$ cat config.mk
export PLATFORM = sky130hd
export DESIGN_NAME = time_counter
export DESIGN_NICKNAME = d
export VERILOG_FILES = /design/src/rtl/time_counter.sv
export SDC_FILE = /design/constraint.sdc
export NUM_CORES = 1
export LEC_CHECK = 0
export ABC_AREA = 1
export BUFFER_PORTS_ARGS = -buffer_cell sky130_fd_sc_hd__buf_2
export CAP_MARGIN = 30
export CORE_UTILIZATION = 50
export CTS_BUF_LIST = sky130_fd_sc_hd__clkbuf_8
export CTS_CLUSTER_DIAMETER = 60
export DETAILED_ROUTE_END_ITERATION = 8
export PLACE_DENSITY = 0.84
export SLEW_MARGIN = 20
export SYNTH_ARGS = -nofsm -noshare
export SYNTH_HDL_FRONTEND = slang
export SYNTH_SLANG_ARGS = --single-unit
$ cat constraint.sdc
create_clock -name clock -period 4.1 [get_ports clock]
set_clock_uncertainty 0.1 [all_clocks]
set_input_delay 0.82 -clock clock [delete_from_list [all_inputs] [get_ports clock]]
set_output_delay 0.82 -clock clock [all_outputs]
set_load 0.005 [all_outputs]
$ cat src/rtl/time_counter.sv
// 24-hour HH:MM wall-time keeper: four BCD digit counters advanced by one_minute, loadable from the alarm controller.
// Optional seconds digits (BCD 00..59 on one_second) are built only when TC_SECONDS_EN is defined.
module time_counter (
  input  logic       clock,
  input  logic       reset,
  input  logic       one_minute,
  input  logic       one_second,
  input  logic       load_new_c,
  input  logic [3:0] new_current_time_ms_hr,
  input  logic [3:0] new_current_time_ls_hr,
  input  logic [3:0] new_current_time_ms_min,
  input  logic [3:0] new_current_time_ls_min,
  output logic [3:0] current_time_ms_hr,
  output logic [3:0] current_time_ls_hr,
  output logic [3:0] current_time_ms_min,
  output logic [3:0] current_time_ls_min,
`ifdef TC_SECONDS_EN
  output logic [3:0] current_time_ms_sec,
  output logic [3:0] current_time_ls_sec,
`endif
  output logic       day_rollover,
  output logic       load_error
);

  logic       load_valid;
  logic [3:0] ms_hr_nxt;
  logic [3:0] ls_hr_nxt;
  logic [3:0] ms_min_nxt;
  logic [3:0] ls_min_nxt;
  logic       rollover_nxt;
  logic       error_nxt;

  // Hours 00..23 and minutes 00..59, each digit a legal BCD value.
  always_comb begin
    load_valid = (new_current_time_ls_min <= 4'd9) &&
                 (new_current_time_ms_min <= 4'd5) &&
                 (new_current_time_ls_hr  <= 4'd9) &&
                 ((new_current_time_ms_hr < 4'd2) ||
                  ((new_current_time_ms_hr == 4'd2) && (new_current_time_ls_hr <= 4'd3)));
  end

  always_comb begin
    ms_hr_nxt    = current_time_ms_hr;
    ls_hr_nxt    = current_time_ls_hr;
    ms_min_nxt   = current_time_ms_min;
    ls_min_nxt   = current_time_ls_min;
    rollover_nxt = 1'b0;
    error_nxt    = 1'b0;
    if (load_new_c) begin
      if (load_valid) begin
        ms_hr_nxt  = new_current_time_ms_hr;
        ls_hr_nxt  = new_current_time_ls_hr;
        ms_min_nxt = new_current_time_ms_min;
        ls_min_nxt = new_current_time_ls_min;
      end else begin
        error_nxt = 1'b1;
      end
    end else if (one_minute) begin
      if (current_time_ls_min == 4'd9) begin
        ls_min_nxt = 4'd0;
        if (current_time_ms_min == 4'd5) begin
          ms_min_nxt = 4'd0;
          // Units of hours wrap after 3 only in the twenties.
          if ((current_time_ms_hr == 4'd2) && (current_time_ls_hr == 4'd3)) begin
            ms_hr_nxt    = 4'd0;
            ls_hr_nxt    = 4'd0;
            rollover_nxt = 1'b1;
          end else if (current_time_ls_hr == 4'd9) begin
            ls_hr_nxt = 4'd0;
            ms_hr_nxt = current_time_ms_hr + 4'd1;
          end else begin
            ls_hr_nxt = current_time_ls_hr + 4'd1;
          end
        end else begin
          ms_min_nxt = current_time_ms_min + 4'd1;
        end
      end else begin
        ls_min_nxt = current_time_ls_min + 4'd1;
      end
    end
  end

  always_ff @(posedge clock or negedge reset) begin
    if (!reset) begin
      current_time_ms_hr  <= 4'd0;
      current_time_ls_hr  <= 4'd0;
      current_time_ms_min <= 4'd0;
      current_time_ls_min <= 4'd0;
      day_rollover        <= 1'b0;
      load_error          <= 1'b0;
    end else begin
      current_time_ms_hr  <= ms_hr_nxt;
      current_time_ls_hr  <= ls_hr_nxt;
      current_time_ms_min <= ms_min_nxt;
      current_time_ls_min <= ls_min_nxt;
      day_rollover        <= rollover_nxt;
      load_error          <= error_nxt;
    end
  end

`ifdef TC_SECONDS_EN
  logic [3:0] ms_sec_nxt;
  logic [3:0] ls_sec_nxt;

  // Seconds are free-running and never carry into minutes; any load restarts them.
  always_comb begin
    ms_sec_nxt = current_time_ms_sec;
    ls_sec_nxt = current_time_ls_sec;
    if (load_new_c) begin
      ms_sec_nxt = 4'd0;
      ls_sec_nxt = 4'd0;
    end else if (one_second) begin
      if (current_time_ls_sec == 4'd9) begin
        ls_sec_nxt = 4'd0;
        if (current_time_ms_sec == 4'd5) begin
          ms_sec_nxt = 4'd0;
        end else begin
          ms_sec_nxt = current_time_ms_sec + 4'd1;
        end
      end else begin
        ls_sec_nxt = current_time_ls_sec + 4'd1;
      end
    end
  end

  always_ff @(posedge clock or negedge reset) begin
    if (!reset) begin
      current_time_ms_sec <= 4'd0;
      current_time_ls_sec <= 4'd0;
    end else begin
      current_time_ms_sec <= ms_sec_nxt;
      current_time_ls_sec <= ls_sec_nxt;
    end
  end
`else
  logic unused_one_second;
  assign unused_one_second = one_second;
`endif

endmodule

After elaboration in Yosys (flattened, before gate mapping)
Index checks and enable logic that the tools add are counted.
Widths: inputs -> output; s select.

cells by class
  equal/unequal tests = 7
  multiply operators = 0
  order comparisons = 5
  shifts and indexed selects = 0
  $add $sub $neg = 4
  div/mod/pow operators = 0
  mux-type cells = 30
  bitwise logic cells = 0
  reductions and logical operators = 14

operators with widths
  kind                 number
  $mux 4               23
  $add 4x1->4 const B  4
  $eq 4x2->1 const B   3
  $eq 4x4->1 const B   2
  $le 4x4->1 const B   2
  $mux 1               7
  $reduce_bool 2->1    3
  $logic_and 1x1->1    5
  $reduce_and 5->1     1
  $eq 4x3->1 const B   1
  $le 4x2->1 const B   1
  $le 4x3->1 const B   1
  $lt 4x2->1 const B   1
  $reduce_and 4->1     1
  $reduce_and 3->1     1
  $reduce_bool 3->1    1
  $ne 2x1->1 const B   1
  $reduce_and 2->1     1
  $logic_or 1x1->1     1

word-level totals
  ROM bits = 0
  RAM bits = 0
  output and inout bits = 18
  register bits after elaboration = 18
  memories kept = 0
  bits in latches = 0
  input bits = 21
  logic and storage cells = 66

Longest topological paths before layout
Gate-level depths: netlist (run 1).

  depth after elaboration = 7
  mapped depth = 8
  depth with buffers taken out = 8

Least setup slack after synthesis (run 1)
OpenSTA, ideal clock, no wires.

  path kind = input to register
  start = input port new_current_time_ls_hr[1]
  end = register current_time_ms_hr[2]
  stages on the path = 8
  library setup time = 0.117 ns
  arrival time = 1.543 ns
  buffers on the path = 0
  setup slack = 2.340 ns
  required time = 3.883 ns
  cell sequence = nor2_1 -> nor2_1 -> nor2_1 -> nand4_2 -> nand2_4 -> nand2_4 -> nand2_1 -> nand2_1

between the ends
  word-level cells in the longest chain between the ends = 6
  elaborated cells between the ends (all ways) = 8
  classes of those cells = 2 x order compare; 1 x eq/ne; 5 x reduce/logical

RTL lines
  what                          line  text
  from (decl)                   10    input logic [3:0] new_current_time_ls_hr,
  $le 4x2->1                    39    ((new_current_time_ms_hr == 4'd2) && (new_current_time_ls_hr <= 4'd3)));
  $logic_and 1x1->1             39
  $logic_or 1x1->1              38    ((new_current_time_ms_hr < 4'd2) ||
  $logic_and 1x1->1 *           37    (new_current_time_ls_hr <= 4'd9) &&
  $ne 2x1->1 (no line) *        n/a
  $reduce_and 5->1 (no line) *  n/a
  to (signal assigned)          92    current_time_ms_hr <= ms_hr_nxt;
  to (decl)                     13    output logic [3:0] current_time_ms_hr,

Mark *: on every way between the ends. The rest lies on a longest branch, timed or not.
A chain may end at the register's enable or synchronous reset.

Final worst setup path (run 1)
  start = input port load_new_c
  end = register current_time_ls_hr[2]

between the ends
  word-level cells in the longest chain between the ends = 2
  elaborated cells between the ends (all ways) = 6
  classes of those cells = 1 x eq/ne; 1 x mux; 4 x reduce/logical

RTL lines
  what                                                              line  text
  from (decl)                                                       8     input logic load_new_c,
  $ne 2x1->1 (no line) / $reduce_bool 2->1 (equally long branches)  n/a
  $reduce_and 4->1 (no line)                                        n/a
  to (signal assigned)                                              93    current_time_ls_hr <= ls_hr_nxt;
  to (decl)                                                         14    output logic [3:0] current_time_ls_hr,

Several ways; a longest one is shown, not always the timed one.

==> impl_metrics.toml, run 1 <==
[outcome]
status = "completed"

[logic_synthesis]
syn_inst = 174
ys_types = 22
ys_ff_latch = 18
yosys_warnings = 0
synth_area_per_cell_sq_um = 6.99
ys_seq_area_share_pct = 37.0
syn_nets = 199
netlist_area_sq_um = 1220

[global_route]
track_usage_pct = 24.3
grt_max_degree = 23
antenna_found_initial = 0
grt_overflow_total = 0
grt_pass1_vias = 1195
grt_pass1_wl_um = 4820

[placement]
io_buffer_count = 37
place_hpwl_um = 2130
place.gp.congestion = 0.886

[detailed_routing]
ant_nets = 0
avgViaCountPerCell = 5.26
num_vias = 1263
drt_iter0_drc = 45
wl_per_cell_um = 11.8
dr.pass1.iters = 4
route.detailed.drc = 0
routed_wl_um = 2840

[setup_path]
slowest_delay_ns = 0.25
timing.rr.start = "current_time_ms_hr[0]"
cp_data_arrival_time_ns = 1.87
path_class = "input pin to flip-flop"
critPathSlowestCell = "inv_2"
worstPathRequired_ns = 4.14
start_kind = "input pin"
crit_fanout = 22
crit_chain = "buf_2 > inv_2 > nand4_2 > nand2_4 > inv_2 > nand2_1 > nand2_1"
cp-startpoint = "load_new_c"
cp-end-kind = "flip-flop"

[final_layout]
final_nets = 238
drive_gt1_share_pct = 25.0
diodes = 0
syn2layout_area_growth_pct = 21.6

[die]
core-area_sq_um = 2250
fp-row-count = 17
die_w_um = 51.3
start_util_pct = 53.9
ios = 39
die_height_um = 51.3
dieArea_sq_um = 2630

[clock_network]
numCtsBuffers = 3
cts_sinks = 18
clk_path_buf_depth = 2
htree_levels = 1
postCtsHoldBufs = 0
clk_latency_ns = 0.25
cts_tree = "built"
cts_resized = 0
root_buffer = "clkbuf_8"
post-cts-setup-buffer-count = 0
clk_pin_slew_worst_paths_ns = 0.07

[sta]
setup_viol = 0
tns_ns = 0
rsz0062_at_grt = "no"
max-slew-margin-rel_pct = 72.7
fin_crit_ns = 1.83
hold_violations = 0
layout_worst_path_cycle_share_pct = 44.7
tightest_slew_ns = 0.410
slew_viol_final = 0
timing.fmax_ghz = 0.546

[power]
leakage_nw = 0.855
peakVddDrop_uv = 344
power_density_nw_per_um2 = 421
finalPower_uw = 623

[run]
cap_viol_max_count = 0

[hold_path]
hp-class = "input pin to asynchronous set/reset pin"
==> layer usage <==
layer,GRT usage [%],vias up,part of all wire (%)
li1,-,640,-
met1,27.3,576,43
met2,44.7,45,50
met3,4.76,2,6.3
met4,9.01,0,0.56
met5,0,-,0
==> per-stage QoR <==
stage	utilization [%]	worst slack [ns]	cell area [sq um]	hold slack, ns	std cells
2_1_floorplan	-	2.34	1220	0.419	174
3_3_place_gp	63.2	2.06	1420	0.423	236
3_5_place_dp	63.2	2.02	1420	0.435	236
4_1_cts	65.6	2.28	1480	0.406	240
5_1_grt	65.6	2.17	1480	0.423	240
6_report	65.6	2.27	1480	0.395	240
==> power by group <==
part / switching (mW) / total [mW] / internal [mW] / leakage, nW
Clock: 0.0567 / 0.142 / 0.0851 / 0.0288
Sequential: 0.0539 / 0.271 / 0.217 / 0.231
Combinational: 0.120 / 0.210 / 0.0897 / 0.595
==> cell type report <==
cell class,instances,area [sq um]
Timing Repair Buffer,37,185
Inverter,16,60.1
Multi-Input combinational cell,137,693
Fill cell,220,776
Sequential cell,18,450
Clock buffer,4,55.1
Tap cell,28,35.0
==> registers in the layout, summed over array words and instances, names as in the netlist <==
register,cells
current_time_ls_min,4
day_rollover,1
current_time_ms_hr,4
current_time_ls_hr,4
current_time_ms_min,4
load_error,1
==> cell families after synthesis <==
kind of cell | Yosys count | synth area share [%]
AND/OR/NAND/NOR | 107 | 40.5
AO/OA/AOI/OAI | 21 | 8.74
buffers and inverters | 19 | 5.97
flip-flops | 18 | 37.0
XOR/XNOR | 5 | 3.60
adder cells (fa/ha/maj) | 4 | 4.12
==> worst max-delay path, delay by kind of cell <==
kind	cells	cell delay, ns
simple gates	4	0.48
buf+inv	3	0.56
==> placed cells by master (no fill, tap or decap) <==
master / count
buf_2: 37
clkbuf_8: 4
dfrtp_1: 18
ha_1: 4
inv_1: 13
inv_2: 3
nand2_1: 65
nand2_2: 1
nand2_4: 2
nand3_1: 18
nand3_2: 1
nand3b_1: 2
nand4_1: 1
nand4_2: 3
nor2_1: 12
nor2_2: 1
nor3_2: 1
o21ai_0: 17
o21ai_1: 3
o22ai_1: 1
xnor2_1: 1
xor2_1: 4
==> path summary, 6_finish.rpt <==
| path | slack (ns) | cells after the start | to |
|---|---|---|---|
| setup / recovery | 2.27 | 7 | current_time_ls_hr[2] |
| hold / removal | 0.39 | 1 | current_time_ls_min[1] |
| setup reg to reg | 2.50 | 7 | current_time_ls_hr[0] |
| hold reg to reg | 0.45 | 2 | current_time_ms_hr[3] |
| max in group asynchronous | 3.22 | 1 | current_time_ms_min[3] |
| min in group clock | 0.45 | 2 | current_time_ms_hr[3] |
==> cell usage after synthesis <==
library cell / count / area [sq um]
nor3_2: 1 / 10.0
nor2_1: 12 / 45.0
nand3_2: 1 / 10.0
o22ai_1: 1 / 6.26
nand3b_1: 2 / 15.0
nand2_4: 2 / 22.5
xnor2_1: 1 / 8.76
xor2_1: 4 / 35.0
inv_1: 13 / 48.8
o21ai_1: 3 / 15.0
nor2_2: 1 / 6.26
clkbuf_1: 2 / 7.51
ha_1: 4 / 50.1
nand4_2: 3 / 37.5
dfrtp_1: 18 / 450
nand2_2: 1 / 6.26
inv_2: 3 / 11.3
nand3_1: 18 / 90.1
o21ai_0: 17 / 85.1
nand4_1: 1 / 6.26
buf_2: 1 / 5.00
nand2_1: 65 / 244
(Power assumes the default switching activity.)
==> run 2: changes to the inputs <==
- ABC_AREA: 1 -> 0
- PLACE_DENSITY: 0.84 -> 0.83
- clock period: 4.1 -> 1.8 ns (I/O delays scaled with it)
==> impl_metrics.toml, run 2 <==
[global_route]
grt_pass1_wl_um = 6150
grt_max_degree = 31
grt_pass1_vias = 1367
antenna_found_initial = 0
grt_overflow_total = 0
track_usage_pct = 31.3

[clock_network]
clk_latency_ns = 0.26
root_buffer = "clkbuf_8"
clk_pin_slew_worst_paths_ns = 0.07
numCtsBuffers = 3
htree_levels = 1
clk_path_buf_depth = 2
cts_tree = "built"
cts_sinks = 18

[sta]
slew_viol_final = 0
hold-worst-slack_ns = 0.241
timing.fmax_ghz = 0.501
setup_viol = 7
layout_worst_path_cycle_share_pct = 111
hold_violations = 0
rsz0062_at_grt = "yes"
fin_crit_ns = 2.00
tightest_slew_ns = 0.581
tns_ns = -1.11
max-slew-margin-rel_pct = 61.3
setup_ws_ns = -0.197

[final_layout]
multi_input_area_sq_um = 813
syn2layout_area_growth_pct = 47.0
diodes = 0
final_common_cell = "buf_2"
final_cell_mix = "37 x buf_2, 28 x buf_4, 18 x dfrtp_1"
fill_cells = 123
ff_latch_area_sq_um = 450
drive_gt1_share_pct = 43.8
final_nets = 234

[outcome]
status = "finished, violations left"
violations = "setup timing"

[power]
power.switching_uw = 552
clkPwrFrac_pct = 21.8
finalPower_mw = 1.55
leakage_nw = 0.845
power_frac_seq_pct = 36.7
comb_power_share_pct = 41.6
power_density_nw_per_um2 = 848
peakVddDrop_uv = 775
p_sw_share_pct = 35.5
p_int_mw = 1.00

[logic_synthesis]
ys_seq_area_share_pct = 36.1
synth-edff-count = 0
yosysMostFrequentCell = "dfrtp_1"
syn_inst = 142
synth_area_per_cell_sq_um = 8.78
synth-main-ff-cell = "dfrtp_1"
ys_types = 47
netlist.area_leader.share_pct = 36.1
syn_nets = 167
yosys_warnings = 0
synth_area_leader_cell = "dfrtp_1"
async_reset_ff_share_pct = 100
netlist_area_sq_um = 1250
synth.cells.most_frequent = "18 x dfrtp_1, 12 x a21oi_1, 11 x nand2_1, 10 x nor2_1"
ys_ff_latch = 18
synthTopCellsByArea = "dfrtp_1 36%, a21oi_1 4.8%, ha_1 4.0%"

[detailed_routing]
routed_wl_um = 4210
drt_iter0_drc = 91
dr.pass1.iters = 4
num_vias = 1492
avgViaCountPerCell = 6.32
route.detailed.drc = 0
wl_per_cell_um = 17.8
ant_nets = 0

[setup_path]
start_kind = "flip-flop"
slowest_delay_ns = 0.48
cp_data_arrival_time_ns = 2.03
crit_chain = "inv_2 > ha_4 > or4b_4 > nor2_4 > buf_4 > nor4_4 > o32ai_2 > a21oi_1"
crit_fanout = 4
cp-end-kind = "flip-flop"
critPathSlowestCell = "or4b_4"
path_class = "flip-flop to flip-flop"
worstPathRequired_ns = 1.84

[die]
dieArea_sq_um = 2700
core-area_sq_um = 2280
die_height_um = 51.9
ios = 39
start_util_pct = 54.8
die_w_um = 51.9
fp-row-count = 17

[placement]
dpl_worst_slack_ns = -0.160
io_buffer_count = 37
place_hpwl_um = 2730
place.gp.congestion = 0.813

[hold_path]
hp-class = "input pin to flip-flop"

[run]
cap_viol_max_count = 0
## run 2: changes by cell type after synthesis, sizes merged, moves of 4 or more
cell / before / now
a21oi: 0 / 13
a31oi: 0 / 4
buf: 1 / 6
inv: 16 / 8
nand2: 68 / 11
nand2b: 0 / 4
nand3: 19 / 4
nor3: 1 / 8
o21ai: 20 / 8
xor2: 4 / 0
## run 2: what timing repair did
| action | CTS | global route |
|---|---|---|
| endpoints found under the hold margin | 18 | 0 |
| pin swaps | 2 | 4 |
| gates resized for setup | 2 | 15 |
| setup endpoints to repair | 7 | 8 |
| buffers inserted | 3 | 1 |
| hold buffers | 1 | 0 |
## run 2: final timing paths
path	slack, ns	to	from	depth (start not counted)
worst max-delay path	-0.20	current_time_ls_hr[1]	current_time_ms_hr[0]	8
worst min-delay path	0.24	current_time_ls_min[0]	new_current_time_ls_min[0]	3
worst max register to register	-0.20	current_time_ls_hr[1]	current_time_ms_hr[0]	8
worst min register to register	0.52	day_rollover	current_time_ms_hr[3]	2
max in group asynchronous	0.84	current_time_ls_hr[0]	reset	2
min in group asynchronous	0.46	current_time_ms_hr[2]	reset	2
## run 2: power groups by stage
stage | clock network [mW] | registers (mW) | logic, mW
2_1_floorplan | 0 | 0.596 | 0.230
3_3_place_gp | 0 | 0.550 | 0.536
3_5_place_dp | 0 | 0.560 | 0.569
4_1_cts | 0.335 | 0.552 | 0.597
5_1_grt | 0.352 | 0.578 | 0.701
6_report | 0.338 | 0.570 | 0.646
## run 2: cell families (layout without fill, tap and decap cells)
kind of cell,Yosys count,in the layout,share of synthesized area (%)
mux,2,2,1.61
simple gates,57,57,26.3
buf+inv,15,81,5.62
flops,18,18,36.1
fa+ha+maj,4,4,4.02
compound gates,44,44,24.9
xor+xnor,2,2,1.41
## run 2: critical path, delay by kind of cell, from the launching register on
| family | cells | cell delay, ns |
|---|---|---|
| and+or+nand+nor | 3 | 0.74 |
| DFF | 1 | 0.40 |
| buffers and inverters | 2 | 0.24 |
| adders and majority gates | 1 | 0.12 |
| AOI/OAI and AO/OA | 2 | 0.27 |
## run 2: area by class of cell
cell class,instances,area share (%)
well taps,28,1.91
multi-input cells,109,44.4
clock buffers,4,3.01
inverters,8,1.64
flip-flops and latches,18,24.6
repair buffers,69,24.5
## run 2: per-stage QoR
step | instance area (sq um) | cells | util (%)
3_5_place_dp | 1650 | 227 | 72.6
6_report | 1830 | 236 | 80.5
2_1_floorplan | 1260 | 142 | -
5_1_grt | 1830 | 236 | 80.5
4_1_cts | 1760 | 235 | 77.1
3_3_place_gp | 1650 | 227 | 72.6
## run 2: layer usage
metal	global-route usage (%)	routed length [um]	vias up
met5	0	0	-
met4	13.1	178	0
met3	4.09	341	29
met2	56.4	2050	101
met1	36.8	1640	700
li1	-	-	662
==> run 3: changes to the inputs <==
- BUFFER_PORTS_ARGS: -buffer_cell sky130_fd_sc_hd__buf_2 -> -buffer_cell sky130_fd_sc_hd__buf_4
- CTS_CLUSTER_DIAMETER: 60 -> default
==> impl_metrics.toml, run 3 (synthesis gave the netlist of run 2 again) <==
[final_layout]
syn2layout_area_growth_pct = 50.4
final_cell_mix = "64 x buf_4, 18 x dfrtp_1, 12 x a21oi_1"
fill_cells = 139
final_nets = 233
diodes = 0
instances_no_fill = 235
drive_gt1_share_pct = 41.5
final_common_cell = "buf_4"
fin_area_sq_um = 1870

[clock_network]
cts_tree = "built"
cts_sinks = 18
clk_latency_ns = 0.26
root_buffer = "clkbuf_8"
clk_pin_slew_worst_paths_ns = 0.07
clk_path_buf_depth = 2
htree_levels = 1
numCtsBuffers = 3

[global_route]
grt_pass1_vias = 1415
grt_overflow_total = 0
antenna_found_initial = 0
grt_pass1_wl_um = 6450
grt_max_degree = 31
track_usage_pct = 33.2

[sta]
tightest_slew_ns = 0.565
setup_viol = 7
timing.fmax_ghz = 0.515
slew_viol_final = 0
layout_worst_path_cycle_share_pct = 108
tns_ns = -0.815
hold_violations = 0
max-slew-margin-rel_pct = 62.3
rsz0062_at_grt = "yes"
setup_ws_ns = -0.141
fin_crit_ns = 1.94

[setup_path]
r2r_slack_ns = -0.14
cp_data_arrival_time_ns = 1.95
crit_fanout = 4
start_kind = "flip-flop"
worstPathRequired_ns = 1.81
critPathSlowestCell = "or4b_4"
cp-startpoint = "current_time_ms_hr[0]"
rr_endpoint = "current_time_ls_hr[2]"
path_class = "flip-flop to flip-flop"
r2r_cells = 8
cp-end-kind = "flip-flop"
crit_chain = "inv_2 > ha_1 > or4b_4 > nor2_4 > buf_6 > nor4_1 > a21oi_1 > o22ai_1"
timing.rr.start = "current_time_ms_hr[0]"
slowest_delay_ns = 0.48

[die]
core-area_sq_um = 2280
fp-row-count = 17
ios = 39
start_util_pct = 54.8
die_w_um = 51.9
die_height_um = 51.9
dieArea_sq_um = 2700

[power]
peakVddDrop_uv = 745
leakage_nw = 0.869
power_density_nw_per_um2 = 850
finalPower_mw = 1.59

[detailed_routing]
ant_nets = 0
wl_per_cell_um = 17.0
dr.pass1.iters = 8
routed_wl_um = 3990
num_vias = 1464
avgViaCountPerCell = 6.23
drt_iter0_drc = 85
route.detailed.drc = 0

[placement]
dpl_worst_slack_ns = -0.0965
io_buffer_count = 37
postPlaceCellArea_sq_um = 1750
place_hpwl_um = 2780
dp.cells = 228
place.gp.congestion = 0.815

[hold_path]
worstHoldStart = "new_current_time_ls_min[0]"
hold_end = "current_time_ls_min[0]"
hold_depth = 3
hp-class = "input pin to flip-flop"

[run]
cap_viol_max_count = 0

[outcome]
status = "finished, violations left"
violations = "setup timing"
-- run 3: changes by cell type in the layout (fill, tap and decap cells not counted), sizes merged --
cell,delta
buf,-1
-- run 3: layout make-up --
type                       count  area (sq um)  share of cell area, %
multi-input combinational    109           771                   41.1
timing repair buffer          68           533                   28.4
inverter                       8          30.0                   1.60
sequential                    18           450                   24.0
tap                           28          35.0                   1.87
clock buffer                   4          55.1                   2.94
-- run 3: worst max-delay path by stage --
| stage | to | slack, ns | depth (start not counted) |
|---|---|---|---|
| after global routing | current_time_ls_hr[1] | -0.22 | 8 |
| after floorplan | current_time_ls_hr[0] | -0.08 | 7 |
| final | current_time_ls_hr[2] | -0.14 | 8 |
| after detailed placement | current_time_ls_hr[2] | -0.1 | 8 |
| after global placement | current_time_ls_hr[0] | -0.06 | 7 |
| after CTS | current_time_ls_hr[1] | -0.08 | 8 |
-- run 3: routing by layer --
metal / up-vias / GRT usage, % / share of wire (%) / wire length [um]
li1: 659 / - / - / -
met1: 681 / 41.7 / 42 / 1660
met2: 99 / 55.1 / 48 / 1900
met3: 25 / 5.56 / 7.0 / 279
met4: 0 / 15.3 / 3.9 / 154
met5: - / 0 / 0 / 0
-- run 3: critical path, delay by kind of cell, from the launching register on --
kind / cells / cell delay, ns
DFF: 1 / 0.41
and+or+nand+nor: 3 / 0.71
buffers and inverters: 2 / 0.21
adders and majority gates: 1 / 0.13
AOI/OAI and AO/OA: 2 / 0.23
-- run 3: stage by stage --
stage	utilization, %	hold WS (ns)
6_report	82.4	0.240
5_1_grt	82.4	0.255
4_1_cts	81.7	0.247
3_5_place_dp	77.0	0.145
3_3_place_gp	77.0	0.145
2_1_floorplan	-	-0.0356
-- run 3: what timing repair did --
| action | CTS | global route |
|---|---|---|
| hold buffers | 1 | 0 |
| resized for setup | 6 | 3 |
| setup buffers | 2 | 0 |
| pin swaps | 3 | 2 |
| endpoints found under the hold margin | 18 | 0 |
| setup endpoints to repair | 8 | 8 |
-- run 3: power breakdown --
group / switching, mW / total, mW / leakage, nW / internal (mW)
sequential: 0.0641 / 0.546 / 0.220 / 0.482
clock: 0.154 / 0.349 / 0.0288 / 0.195
combinational: 0.321 / 0.698 / 0.621 / 0.377
total: 0.539 / 1.59 / 0.869 / 1.05
